$ cat config.mk
export PLATFORM = sky130hd
export DESIGN_NAME = apb_periph_demux
export DESIGN_NICKNAME = d
export VERILOG_FILES = /design/src/rtl/apb_demux_pkg.sv /design/src/rtl/apb_addr_decoder.sv /design/src/rtl/apb_periph_demux.sv
export SDC_FILE = /design/constraint.sdc
export NUM_CORES = 1
export LEC_CHECK = 0
export ABC_AREA = 1
export CAP_MARGIN = 20
export CORE_AREA = 2 2 455 457
export CTS_BUF_LIST = sky130_fd_sc_hd__clkbuf_4 sky130_fd_sc_hd__clkbuf_8
export DETAILED_ROUTE_END_ITERATION = 8
export DIE_AREA = 0 0 457 459
export GPL_TIMING_DRIVEN = 1
export SYNTH_ARGS = -nofsm -noshare
export SYNTH_HDL_FRONTEND = slang
export SYNTH_SLANG_ARGS = --single-unit
$ cat constraint.sdc
create_clock -name clk_i -period 2.28 [get_ports clk_i]
set_clock_uncertainty 0.15 [all_clocks]
set_input_delay 0.456 -clock clk_i [delete_from_list [all_inputs] [get_ports clk_i]]
set_output_delay 0.456 -clock clk_i [all_outputs]
set_load 0.01 [all_outputs]
$ cat src/rtl/apb_demux_pkg.sv
// Shared types for the APB peripheral demux: FSM states, error codes, index width helper.
// Latency: n/a (types only).  Backpressure: n/a.
package apb_demux_pkg;

    typedef enum logic [2:0] {
        IDLE,
        DECODE,
        SETUP,
        ACCESS,
        RESP,
        ERR
    } state_e;

    typedef enum logic [1:0] {
        ERR_NONE    = 2'b00,
        ERR_MISS    = 2'b01,
        ERR_TIMEOUT = 2'b10,
        ERR_SLV     = 2'b11
    } err_code_e;

    // Keeps the port index at least one bit wide for single-port builds.
    function automatic int unsigned idx_width(input int unsigned n);
        return (n > 1) ? $clog2(n) : 1;
    endfunction

endpackage

$ cat src/rtl/apb_addr_decoder.sv
// Priority range match of an address against per-port start/end tables; lowest enabled index wins.
// Latency: combinational.  Backpressure: none, pure function of its inputs.
module apb_addr_decoder
    import apb_demux_pkg::*;
#(
    parameter int NB_PORTS       = 10,
    parameter int APB_ADDR_WIDTH = 32,
    parameter int IDX_W          = 4
) (
    input  logic [APB_ADDR_WIDTH-1:0]          addr,
    input  logic [NB_PORTS*APB_ADDR_WIDTH-1:0] start_addr,
    input  logic [NB_PORTS*APB_ADDR_WIDTH-1:0] end_addr,
    input  logic [NB_PORTS-1:0]                port_en,
    output logic                               hit,
    output logic [IDX_W-1:0]                   idx
);

    // Scanning from the top down lets the lowest matching index overwrite the others.
    always_comb begin
        hit = 1'b0;
        idx = '0;
        for (int i = NB_PORTS - 1; i >= 0; i--) begin
            if (port_en[i] &&
                addr >= start_addr[i*APB_ADDR_WIDTH +: APB_ADDR_WIDTH] &&
                addr <= end_addr[i*APB_ADDR_WIDTH +: APB_ADDR_WIDTH]) begin
                hit = 1'b1;
                idx = IDX_W'(i);
            end
        end
    end

endmodule

$ cat src/rtl/apb_periph_demux.sv
// APB 1-to-NB_PORTS demux with registered range decode, port enables, response timeout and error codes.
// Latency: setup->pready 4 cycles for a 0-wait slave, 2 cycles on decode miss.  Backpressure: slave pready stalls ACCESS up to the timeout.
module apb_periph_demux
    import apb_demux_pkg::*;
#(
    parameter int NB_PORTS       = 10,
    parameter int APB_ADDR_WIDTH = 32,
    parameter int APB_DATA_WIDTH = 32,
    parameter int TIMEOUT_CYCLES = 256
) (
    input  logic                               clk_i,
    input  logic                               rst_ni,
    input  logic [APB_ADDR_WIDTH-1:0]          paddr_i,
    input  logic [APB_DATA_WIDTH-1:0]          pwdata_i,
    input  logic                               pwrite_i,
    input  logic                               psel_i,
    input  logic                               penable_i,
    output logic [APB_DATA_WIDTH-1:0]          prdata_o,
    output logic                               pready_o,
    output logic                               pslverr_o,
    input  logic [NB_PORTS*APB_ADDR_WIDTH-1:0] start_addr_i,
    input  logic [NB_PORTS*APB_ADDR_WIDTH-1:0] end_addr_i,
    input  logic [NB_PORTS-1:0]                port_en_i,
    output logic [APB_ADDR_WIDTH-1:0]          m_paddr_o,
    output logic [APB_DATA_WIDTH-1:0]          m_pwdata_o,
    output logic                               m_pwrite_o,
    output logic [NB_PORTS-1:0]                m_psel_o,
    output logic                               m_penable_o,
    input  logic [NB_PORTS*APB_DATA_WIDTH-1:0] m_prdata_i,
    input  logic [NB_PORTS-1:0]                m_pready_i,
    input  logic [NB_PORTS-1:0]                m_pslverr_i,
    output logic                               err_o,
    output logic [1:0]                         err_code_o
);

    localparam int IDX_W = idx_width(NB_PORTS);

    state_e                    state_q, state_d;
    logic [APB_ADDR_WIDTH-1:0] addr_q;
    logic [APB_DATA_WIDTH-1:0] wdata_q;
    logic                      write_q;
    logic [IDX_W-1:0]          idx_q;
    logic [APB_DATA_WIDTH-1:0] rdata_q;
    err_code_e                 code_q;
    err_code_e                 err_code_q;
    logic                      abort_q;

    logic                      dec_hit;
    logic [IDX_W-1:0]          dec_idx;
    logic                      slave_rdy;
    logic                      slave_err;
    logic [APB_DATA_WIDTH-1:0] slave_rdata;
    logic                      timeout;
    logic                      rsp_vld;
    logic                      start_req;

    apb_addr_decoder #(
        .NB_PORTS       (NB_PORTS),
        .APB_ADDR_WIDTH (APB_ADDR_WIDTH),
        .IDX_W          (IDX_W)
    ) u_decoder (
        .addr       (addr_q),
        .start_addr (start_addr_i),
        .end_addr   (end_addr_i),
        .port_en    (port_en_i),
        .hit        (dec_hit),
        .idx        (dec_idx)
    );

    assign start_req   = psel_i && !penable_i;
    assign slave_rdy   = m_pready_i[idx_q];
    assign slave_err   = m_pslverr_i[idx_q];
    assign slave_rdata = m_prdata_i[int'(idx_q)*APB_DATA_WIDTH +: APB_DATA_WIDTH];

    // Counts ACCESS cycles; fires on the last allowed cycle so the next edge leaves ACCESS.
    if (TIMEOUT_CYCLES > 0) begin : g_timeout
        localparam int               TO_W    = $clog2(TIMEOUT_CYCLES + 1);
        localparam logic [TO_W-1:0]  TO_LAST = TO_W'(TIMEOUT_CYCLES - 1);
        logic [TO_W-1:0] to_cnt_q;

        always_ff @(posedge clk_i or negedge rst_ni) begin
            if (!rst_ni) begin
                to_cnt_q <= '0;
            end else if (state_q == ACCESS) begin
                to_cnt_q <= to_cnt_q + 1'b1;
            end else begin
                to_cnt_q <= '0;
            end
        end

        assign timeout = (state_q == ACCESS) && (to_cnt_q == TO_LAST);
    end else begin : g_no_timeout
        assign timeout = 1'b0;
    end

    always_ff @(posedge clk_i or negedge rst_ni) begin
        if (!rst_ni) begin
            state_q <= IDLE;
        end else begin
            state_q <= state_d;
        end
    end

    always_comb begin
        state_d = state_q;
        case (state_q)
            IDLE:    if (start_req) state_d = DECODE;
            DECODE:  state_d = dec_hit ? SETUP : ERR;
            SETUP:   state_d = ACCESS;
            ACCESS:  if (slave_rdy || timeout) state_d = RESP;
            RESP:    state_d = IDLE;
            ERR:     state_d = IDLE;
            default: state_d = IDLE;
        endcase
    end

    always_ff @(posedge clk_i or negedge rst_ni) begin
        if (!rst_ni) begin
            addr_q     <= '0;
            wdata_q    <= '0;
            write_q    <= 1'b0;
            idx_q      <= '0;
            rdata_q    <= '0;
            code_q     <= ERR_NONE;
            abort_q    <= 1'b0;
            err_code_q <= ERR_NONE;
        end else begin
            if (state_q == IDLE && start_req) begin
                addr_q  <= paddr_i;
                wdata_q <= pwdata_i;
                write_q <= pwrite_i;
            end
            if (state_q == DECODE) begin
                idx_q   <= dec_idx;
                rdata_q <= '0;
                code_q  <= dec_hit ? ERR_NONE : ERR_MISS;
            end
            // Ready has priority over a timeout landing in the same cycle.
            if (state_q == ACCESS) begin
                if (slave_rdy) begin
                    rdata_q <= write_q ? '0 : slave_rdata;
                    code_q  <= slave_err ? ERR_SLV : ERR_NONE;
                end else if (timeout) begin
                    rdata_q <= '0;
                    code_q  <= ERR_TIMEOUT;
                end
            end
            // An upstream master that gives up mid-transfer gets no response.
            if (state_q == IDLE) begin
                abort_q <= 1'b0;
            end else if ((state_q == DECODE || state_q == SETUP || state_q == ACCESS) && !psel_i) begin
                abort_q <= 1'b1;
            end
            if (err_o) begin
                err_code_q <= code_q;
            end
        end
    end

    always_comb begin
        rsp_vld     = (state_q == RESP || state_q == ERR) && !abort_q && psel_i;
        pready_o    = rsp_vld;
        prdata_o    = rsp_vld ? rdata_q : '0;
        pslverr_o   = rsp_vld && (code_q != ERR_NONE);
        err_o       = rsp_vld && (code_q != ERR_NONE);
        m_psel_o    = (state_q == SETUP || state_q == ACCESS) ? (NB_PORTS'(1) << idx_q) : '0;
        m_penable_o = (state_q == ACCESS);
    end

    assign m_paddr_o  = addr_q;
    assign m_pwdata_o = wdata_q;
    assign m_pwrite_o = write_q;
    assign err_code_o = err_code_q;

endmodule
**Word level (Yosys, flattened, before mapping)**

Cells that the tools add are included.

- Bits in registers: 118
- Output and inout port bits: 113
- Bits of input ports: 1,059
- Word-level logic and storage cells: 125

- Mux-type cells: 44
- Reduce and logical (&&, ||, !) cells: 39
- Shift-type cells: 2
- $lt $le $gt $ge: 21
- Add/sub/neg operators: 1
- Equality and inequality tests: 8

Operators with widths:

| cell | count |
|---|---|
| 32-bit >= comparator | 10 |
| 32-bit <= comparator | 10 |
| 320-bit by 10-bit variable part select with 32-bit output | 1 |
| 32-bit two-way mux | 6 |
| 4-bit two-way mux | 10 |
| 1-bit logical AND | 27 |
| 1-bit two-way mux | 15 |
| 3-bit one-hot mux with 4 select lines | 1 |
| 10-bit two-way mux | 1 |
| 2-bit two-way mux | 5 |
| 1-bit by 4-bit left shift with 10-bit output (first input constant) | 1 |
| 9-bit by 1-bit adder with 9-bit output (second input constant) | 1 |
| 9-bit by 8-bit equality test with 1-bit output (second input constant) | 1 |
| 3-bit two-way mux | 3 |
| 9-bit two-way mux | 1 |
| 1-bit binary-select mux with 4-bit select | 2 |
| 3-bit by 2-bit equality test with 1-bit output (second input constant) | 2 |
| 3-bit equality test (second input constant) | 2 |
| 1-bit logical OR | 5 |
| 4-bit by 5-bit less-than comparator with 1-bit output (second input constant) | 1 |
| 2-bit nonzero test | 2 |
| 3-bit by 1-bit equality test with 1-bit output (second input constant) | 1 |
| 1-bit zero test | 3 |
| 3-bit zero test | 1 |
| other kinds (3) | 3 |

**Depth between registers and ports, before layout**

Gate-level depths: netlist of run 1.

- Word-level depth: 18
- Depth in mapped cells: 25
- Depth with buffers taken out: 25

**Modules after synthesis**

A second synthesis of run 1 with hierarchy kept.

- Cell total of the unflattened synthesis: 3,945
- Area total of the unflattened synthesis: 25,166.6 um^2

Modules (own cells, without submodules):

| module | instances | cells each | seq. area each (um^2) | area an instance (um^2) |
|---|---|---|---|---|
| apb_addr_decoder | 1 | 2,630 | 0.0 | 16,639.7 |
| apb_periph_demux | 1 | 1,315 | 2,952.8 | 8,526.9 |

**Least setup slack after synthesis of run 1**

Ideal clock, no wire load.

- Kind: register -> register
- Start point: register addr_q[25], in the netlist m_paddr_o[25]
- End point: register state_q[1]
- Slack: -0.221 ns
- Path buffers: 0
- Arrival time: 2.218 ns
- Data required time: 1.997 ns
- Clock period less this slack: 2.501 ns
- Setup time: 0.133 ns
- Stages on the path, launching flop included: 15
- Cells stage by stage: dfrtp_1 -> ha_1 -> nand2_1 -> inv_1 -> o21ai_1 -> a21oi_1 -> or2_0 -> a21oi_1 -> nand2_1 -> nand3_2 -> nand2_2 -> nor2_4 -> nand3_1 -> o21ai_2 -> o211ai_1

- Word-level cells in the longest chain between the ends: 15
- Elaborated cells on any way between the ends: 52
- Those cells by class: order compare: 20; mux: 12; reduce/logical: 20

RTL lines:

| what | RTL line | source |
|---|---|---|
| start, declared | apb_periph_demux.sv:39 | `logic [APB_ADDR_WIDTH-1:0] addr_q;` |
| start signal, assigned | apb_periph_demux.sv:129 | `addr_q <= paddr_i;` |
| 32-bit >= comparator | apb_addr_decoder.sv:24 | `addr >= start_addr[i*APB_ADDR_WIDTH +: APB_ADDR_WIDTH] &&` |
| 1-bit logical AND | apb_addr_decoder.sv:23 | `if (port_en[i] &&` |
| 1-bit logical AND | apb_addr_decoder.sv:24 |  |
| 1-bit two-way mux (9 in series) | apb_addr_decoder.sv:23 |  |
| 1-bit two-way mux * | apb_addr_decoder.sv:23 |  |
| 3-bit two-way mux * | apb_periph_demux.sv:108 | `DECODE: state_d = dec_hit ? SETUP : ERR;` |
| 3-bit one-hot mux with 4 select lines * | apb_periph_demux.sv:106 | `case (state_q)` |
| end signal, assigned | apb_periph_demux.sv:100 | `state_q <= state_d;` |
| end, declared | apb_periph_demux.sv:38 | `state_e state_q, state_d;` |

Every way passes the cells marked *; elsewhere a longest branch is shown, timed or not.
A chain may end at the register's enable or synchronous reset.

**Worst setup path in the final report of run 1**

- Start point: register addr_q[22], in the netlist m_paddr_o[22]
- End point: register state_q[1]

Same word-level chain as after synthesis.

==> results of run 1 <==
==> through the flow <==
stage	power [mW]	area (um^2)	utilization (%)
2_1_floorplan	2.94	24400	-
3_3_place_gp	5.31	42700	20.8
3_5_place_dp	5.32	42700	20.8
4_1_cts	7.70	46000	22.4
5_1_grt	8.07	47700	23.2
6_report	7.60	47800	23.2
==> state kept, by name (all words and copies together) (netlist names) <==
signal	flops
err_code_o	2
m_pwrite_o	1
g_timeout.to_cnt_q	9
rdata_q	32
m_paddr_o	32
code_q	2
m_pwdata_o	32
state_q	3
abort_q	1
idx_q	4
==> area by class of cell <==
| class | count | area, um^2 | share of cell area (%) |
|---|---|---|---|
| clock inverters | 13 | 121 | 0.254 |
| diodes | 44 | 110 | 0.230 |
| multi-input cells | 2564 | 20400 | 42.6 |
| flip-flops and latches | 118 | 3020 | 6.32 |
| repair buffers | 1690 | 17400 | 36.3 |
| well taps | 2704 | 3380 | 7.08 |
| inverters | 829 | 3170 | 6.63 |
| clock buffers | 19 | 262 | 0.547 |
==> timing repair <==
item                                    CTS  global route
endpoints found under the setup margin  120            93
gates cloned                             12             2
pin swaps                                87           128
endpoints found under the hold margin    90             0
hold buffers                              1             0
resized for setup                       726           322
setup buffers                            94            38
==> worst paths after layout <==
kind                               start              to  slack [ns]  depth (start not counted)
setup reg to reg           m_paddr_o[22]      state_q[1]       -0.83                         16
hold reg to reg            err_code_o[1]   err_code_o[1]        0.35                          2
min in group clk_i          pwdata_i[12]  m_pwdata_o[12]        0.34                          2
setup / recovery           m_paddr_o[22]      state_q[1]       -0.83                         16
hold / removal                    rst_ni   err_code_o[1]        0.24                          2
max in group asynchronous         rst_ni      m_pwrite_o        1.00                          3
==> layer usage <==
layer	vias up	part of all wire, %	track usage [%]
met5	-	0.097	0
met4	30	2.0	3.38
met3	208	9.0	4.82
met2	1470	42	27.3
met1	15000	47	25.7
li1	15300	-	-
==> cells by family (layout without fill, tap and decap cells) <==
family | after synthesis | count (layout)
and+or+nand+nor | 1198 | 1198
buffers and inverters | 915 | 2551
AOI/OAI and AO/OA | 660 | 660
adders and majority gates | 642 | 642
DFF | 118 | 118
muxes | 64 | 64
other | 0 | 44
==> synth_stat cells (13+ instances only) <==
library cell	number
nor2_1	257
o21ai_0	102
nand2_1	548
o21a_1	19
mux2_2	64
clkbuf_1	31
a21oi_1	307
dfrtp_1	118
buf_4	13
nand4_1	55
inv_1	821
nand3_1	235
ha_1	642
buf_2	36
a31oi_1	68
o31ai_1	32
nor3_1	53
a22oi_1	101
==> power by group through the flow <==
stage / clock network, mW / logic (mW) / registers, mW
CTS: 2.34 / 3.27 / 2.09
global placement: 0 / 3.17 / 2.13
finish: 2.18 / 3.33 / 2.09
detailed placement: 0 / 3.19 / 2.13
floorplan: 0 / 0.801 / 2.14
global route: 2.38 / 3.60 / 2.09
==> layout by cell type, fill, tap and decap left out, types with 34 or more instances in the layout <==
master and n:
o21ai_0 87, buf_6 152, a21oi_1 278, buf_4 311, diode_2 44, a31oi_1 65, nand2_1 495, nand4_1 55
nor2_4 57, a22oi_1 76, buf_12 81, dfrtp_1 84, ha_4 34, mux2_2 64, nand3_2 41, inv_1 806
nor2_1 180, ha_1 607, clkdlybuf4s50_1 1089, nand3_1 178, nand2_2 42
==> flow_summary_export.csv, run 1 <==
group,metric,value,unit
run_status,status,"complete, but fails checks",
run_status,violations,"negative setup slack",
floorplanning,io_pins,1172,
critical_path,crit_path_cell_trace,"buf_12, buf_12, ha_4, nand4_1, nor4_4, buf_4, nand2_1, nand2_1, nand2_2, nand3_2, buf_6, nand2_4, nor2_4, nand3_2, o21ai_2, o211ai_1",
logic_synthesis,synth_cell_types,48,
min_path,hp-class,"in2async",
global_routing,antenna_found_initial,118,
critical_path,crit_type,"reg2reg",
critical_path,crit_buf_inv,4,
timing,slew_headroom,35.3,%
clock_tree,htreeDepth,4,
route,viasPerCell,4.01,
logic_synthesis,synthTopCellsByArea,"ha_1, inv_1, dfrtp_1, nand2_1, a21oi_1",
pwr,p_leak,23.7,nW
critical_path,required,2.58,ns
logic_synthesis,synthXorXnorAreaFrac,0,%
timing,period_needed,3.11,ns
critical_path,cp_slowest_cell,"dfrtp_4",
route,wl_per_cell,24.9,um
route,wl,199000,um
cells_and_area,syn2layout_area_growth,96.3,%
floorplanning,die_area,210000,um^2
pwr,switching_share,33.1,%
global_routing,grt_first_pass_wirelength,261000,um
clock_tree,clockBufferDepth,2,
logic_synthesis,synth-seq-cells,118,
global_routing,grt_pass1_vias,31900,
cells_and_area,drive_above_1_share,21.6,%
cells_and_area,fill_cells,22700,
logic_synthesis,async_flop_share,100,%
route,dr.pass1.iters,6,
floorplanning,core_region_area,206000,um^2
logic_synthesis,ys_seq_area_share,12.1,%
placed_design,port_buffers,1171,
critical_path,critPathMaxFanout,6,
critical_path,slowest_delay,0.52,ns
logic_synthesis,synth_top_family_by_area,"adder cells",
timing,max_freq,322,MHz
timing,tightest_slew,0.970,ns
critical_path,path_delay_family,"simple AND/OR/NAND/NOR gates",
cells_and_area,final_nets,6921,
critical_path,start_kind,"flop",
timing,setup_viol,85,
floorplanning,dieHeight,459,um
logic_synthesis,yosys.area.top_type,"ha_1",
logic_synthesis,synth_area,24400,um^2
timing,setup_slack,-0.830,ns
logic_synthesis,synth_top_area_share,33.0,%
logic_synthesis,syn_inst,3597,
timing,slew_viol_final,0,
pwr,p_switching,2.52,mW
logic_synthesis,synth_area_per_cell,6.77,um^2
logic_synthesis,synth_compound_area_share,15.8,%
clock_tree,cts_buffers,17,
critical_path,end_kind,"flop",
clock_tree,clk_pin_slew,0.11,ns
timing,rsz0062_at_grt,"yes",
flow_run,maxCapViolations,0,
route,vias,32000,
placed_design,pre_cts_ws,-1.83,ns
floorplanning,rows,167,
timing,whs,0.245,ns
route,drt-initial-drc-count,1978,
placed_design,dp_cells,7782,
route,drc_errors,0,
pwr,comb_power_share,43.8,%
clock_tree,cts_tree,"done",
logic_synthesis,ys.flop_type,"dfrtp_1",
logic_synthesis,synth_edf_count,0,
global_routing,grt.overflow.total,0,
route,antenna_left,0,
placed_design,dpl.hpwl,171000,um
clock_tree,cts_sinks,118,
logic_synthesis,synthAdderAreaFrac,33.0,%
logic_synthesis,synth_mux_area_share,2.96,%
critical_path,cp.arrival,3.41,ns
timing,fin_crit_sh,136,%
pwr,seqPwrFrac,27.6,%
logic_synthesis,postSynthNetCount,5298,
floorplanning,initial_core_util,11.8,%
clock_tree,cts_root_buffer,"clkbuf_8",
clock_tree,worstSkewPairLatency,0.57,ns
global_routing,grt_max_degree,58,
pwr,vdd_drop_max,0.397,mV
pwr,internal-power,5.08,mW
logic_synthesis,ys_warn_count,0,
timing,setup_tns,-27.84,ns
timing,hold_viol_final,0,
pwr,p_clk_share,28.7,%
floorplanning,dieWidth,457,um
global_routing,grtUsageTotal,18.1,%
logic_synthesis,synth-simple-area-share,21.5,%
cells_and_area,stdcell_count,7981,
placed_design,place_congestion,0.956,
pwr,powerDensity,159,nW/um^2
Power figures use the tool's default switching activity.
==> run 2, diff against run 1 <==
--- a/config.mk
+++ b/config.mk
@@ -7,10 +7,10 @@
 export LEC_CHECK = 0
 export ABC_AREA = 1
 export CAP_MARGIN = 20
-export CORE_AREA = 2 2 455 457
+export CORE_AREA = 2 2 461 463
 export CTS_BUF_LIST = sky130_fd_sc_hd__clkbuf_4 sky130_fd_sc_hd__clkbuf_8
 export DETAILED_ROUTE_END_ITERATION = 8
-export DIE_AREA = 0 0 457 459
+export DIE_AREA = 0 0 463 465
 export GPL_TIMING_DRIVEN = 1
 export SYNTH_ARGS = -nofsm -noshare
 export SYNTH_HDL_FRONTEND = slang
==> flow_summary_export.csv, run 2 (synthesis results as in run 1) <==
group,metric,value,unit
cells_and_area,mostFrequentLayoutCells,"clkdlybuf4s50_1, inv_1, ha_1",
timing,fin_crit_sh,138,%
floorplanning,die_area,215000,um^2
timing,tightest_slew,0.703,ns
route,dr.pass1.iters,5,
cells_and_area,layout_commonest_cell,"clkdlybuf4s50_1",
placed_design,dp_cells,7904,
cells_and_area,stdcell_count,8121,
cells_and_area,final_nets,6948,
placed_design,pre_cts_ws,-1.89,ns
clock_tree,cts_buffers,17,
timing,slew_viol_final,0,
run_status,violations,"negative setup slack",
pwr,powerDensity,161,nW/um^2
critical_path,start_kind,"flop",
timing,setup_viol,88,
flow_run,maxCapViolations,0,
floorplanning,io_pins,1172,
route,drt-initial-drc-count,1889,
global_routing,grtUsageTotal,17.8,%
global_routing,grt.overflow.total,0,
global_routing,grt_pass1_vias,32500,
global_routing,antenna_found_initial,124,
global_routing,grt_max_degree,61,
clock_tree,worstSkewPairLatency,0.61,ns
clock_tree,cts_sinks,118,
floorplanning,dieWidth,463,um
timing,setup_slack,-0.866,ns
clock_tree,htreeDepth,4,
route,vias,32100,
timing,slew_headroom,53.2,%
global_routing,grt_first_pass_wirelength,263000,um
critical_path,critPathMaxFanout,7,
placed_design,place_congestion,0.969,
critical_path,required,2.64,ns
cells_and_area,drive_above_1_share,20.7,%
timing,whs,0.171,ns
route,wl_per_cell,24.8,um
route,drc_errors,0,
placed_design,dpl.hpwl,170000,um
placed_design,port_buffers,1171,
timing,setup_tns,-31.75,ns
clock_tree,cts_root_buffer,"clkbuf_8",
pwr,p_leak,23.9,nW
clock_tree,cts_tree,"done",
floorplanning,initial_core_util,11.6,%
pwr,power.total,7.65,mW
timing,max_freq,318,MHz
route,antenna_left,0,
clock_tree,clockBufferDepth,2,
timing,hold_viol_final,0,
min_path,hp-class,"in2async",
route,viasPerCell,3.95,
cells_and_area,syn2layout_area_growth,95.6,%
critical_path,crit_type,"reg2reg",
run_status,status,"complete, but fails checks",
floorplanning,rows,169,
timing,period_needed,3.15,ns
clock_tree,clk_pin_slew,0.14,ns
timing,rsz0062_at_grt,"yes",
critical_path,cp.arrival,3.50,ns
floorplanning,core_region_area,211000,um^2
pwr,vdd_drop_max,0.414,mV
floorplanning,dieHeight,465,um
critical_path,end_kind,"flop",
route,wl,201000,um
## run 2: cell count changes in the layout (fill, tap and decap cells not counted), moves of 9 or more
cell / delta
ha_4: -9
buf_4: +50
buf_6: -45
nand2_2: -11
a21oi_2: -9
buf_12: +15
a21oi_1: +11
nand2_1: +16
nand3_1: +12
o31ai_1: +14
## run 2: power breakdown
part,switching (mW),internal (mW)
Clock,1.34,0.903
Sequential,0.000883,2.09
Combinational,1.26,2.06
Total,2.60,5.05
## run 2: per-stage QoR
step | instance area (um^2) | utilization, %
2_1_floorplan | 24400 | -
3_3_place_gp | 43100 | 20.5
3_5_place_dp | 43100 | 20.5
4_1_cts | 46000 | 21.8
5_1_grt | 47600 | 22.6
6_report | 47600 | 22.6
## run 2: critical path, stage by stage, from the launching register on
cell and delay [ns]:
dfrtp_4 0.60, buf_12 0.19, buf_4 0.14, ha_1 0.26
nand2_1 0.06, inv_1 0.06, nand3_1 0.09, nor3_2 0.29
nand2_1 0.11, nand2_1 0.16, nand2_1 0.07, nand2_1 0.06
nand2_1 0.19, nand3_4 0.16, nand4_4 0.13, o21bai_1 0.17
nand2_1 0.07, nand2_1 0.06
## run 2: timing repair
item                                   in CTS  in global routing
buffers inserted                          107                 32
pin swaps                                  62                 76
cloned                                     10                  8
gates resized for setup                   593                283
endpoints found under the hold margin     118                  0
hold buffers                                1                  0
setup endpoints to repair                 121                158
## run 2: path summary, 6_finish.rpt
check | slack [ns] | from | end | depth (start not counted)
setup / recovery | -0.87 | m_paddr_o[14] | state_q[0] | 17
hold / removal | 0.17 | rst_ni | err_code_o[0] | 2
setup reg to reg | -0.87 | m_paddr_o[14] | state_q[0] | 17
hold reg to reg | 0.34 | err_code_o[1] | err_code_o[1] | 2
max in group asynchronous | 1.11 | rst_ni | m_paddr_o[27] | 3
min in group clk_i | 0.32 | pwdata_i[22] | m_pwdata_o[22] | 2
## run 2: cell type report
cell class,count,area [um^2]
Tap cell,2821,3530
Inverter,829,3160
Sequential cell,118,3010
Multi-Input combinational cell,2564,19800
Timing Repair Buffer,1717,17600
Clock buffer,17,234
Clock inverter,15,158
Antenna cell,40,100
Fill cell,23300,163000
## run 2: layer usage
| layer | track usage (%) | wire [um] |
|---|---|---|
| met1 | 23.5 | 91000 |
| met2 | 28.1 | 87500 |
| met3 | 5.17 | 16500 |
| met4 | 4.51 | 5870 |
| met5 | 0 | 299 |
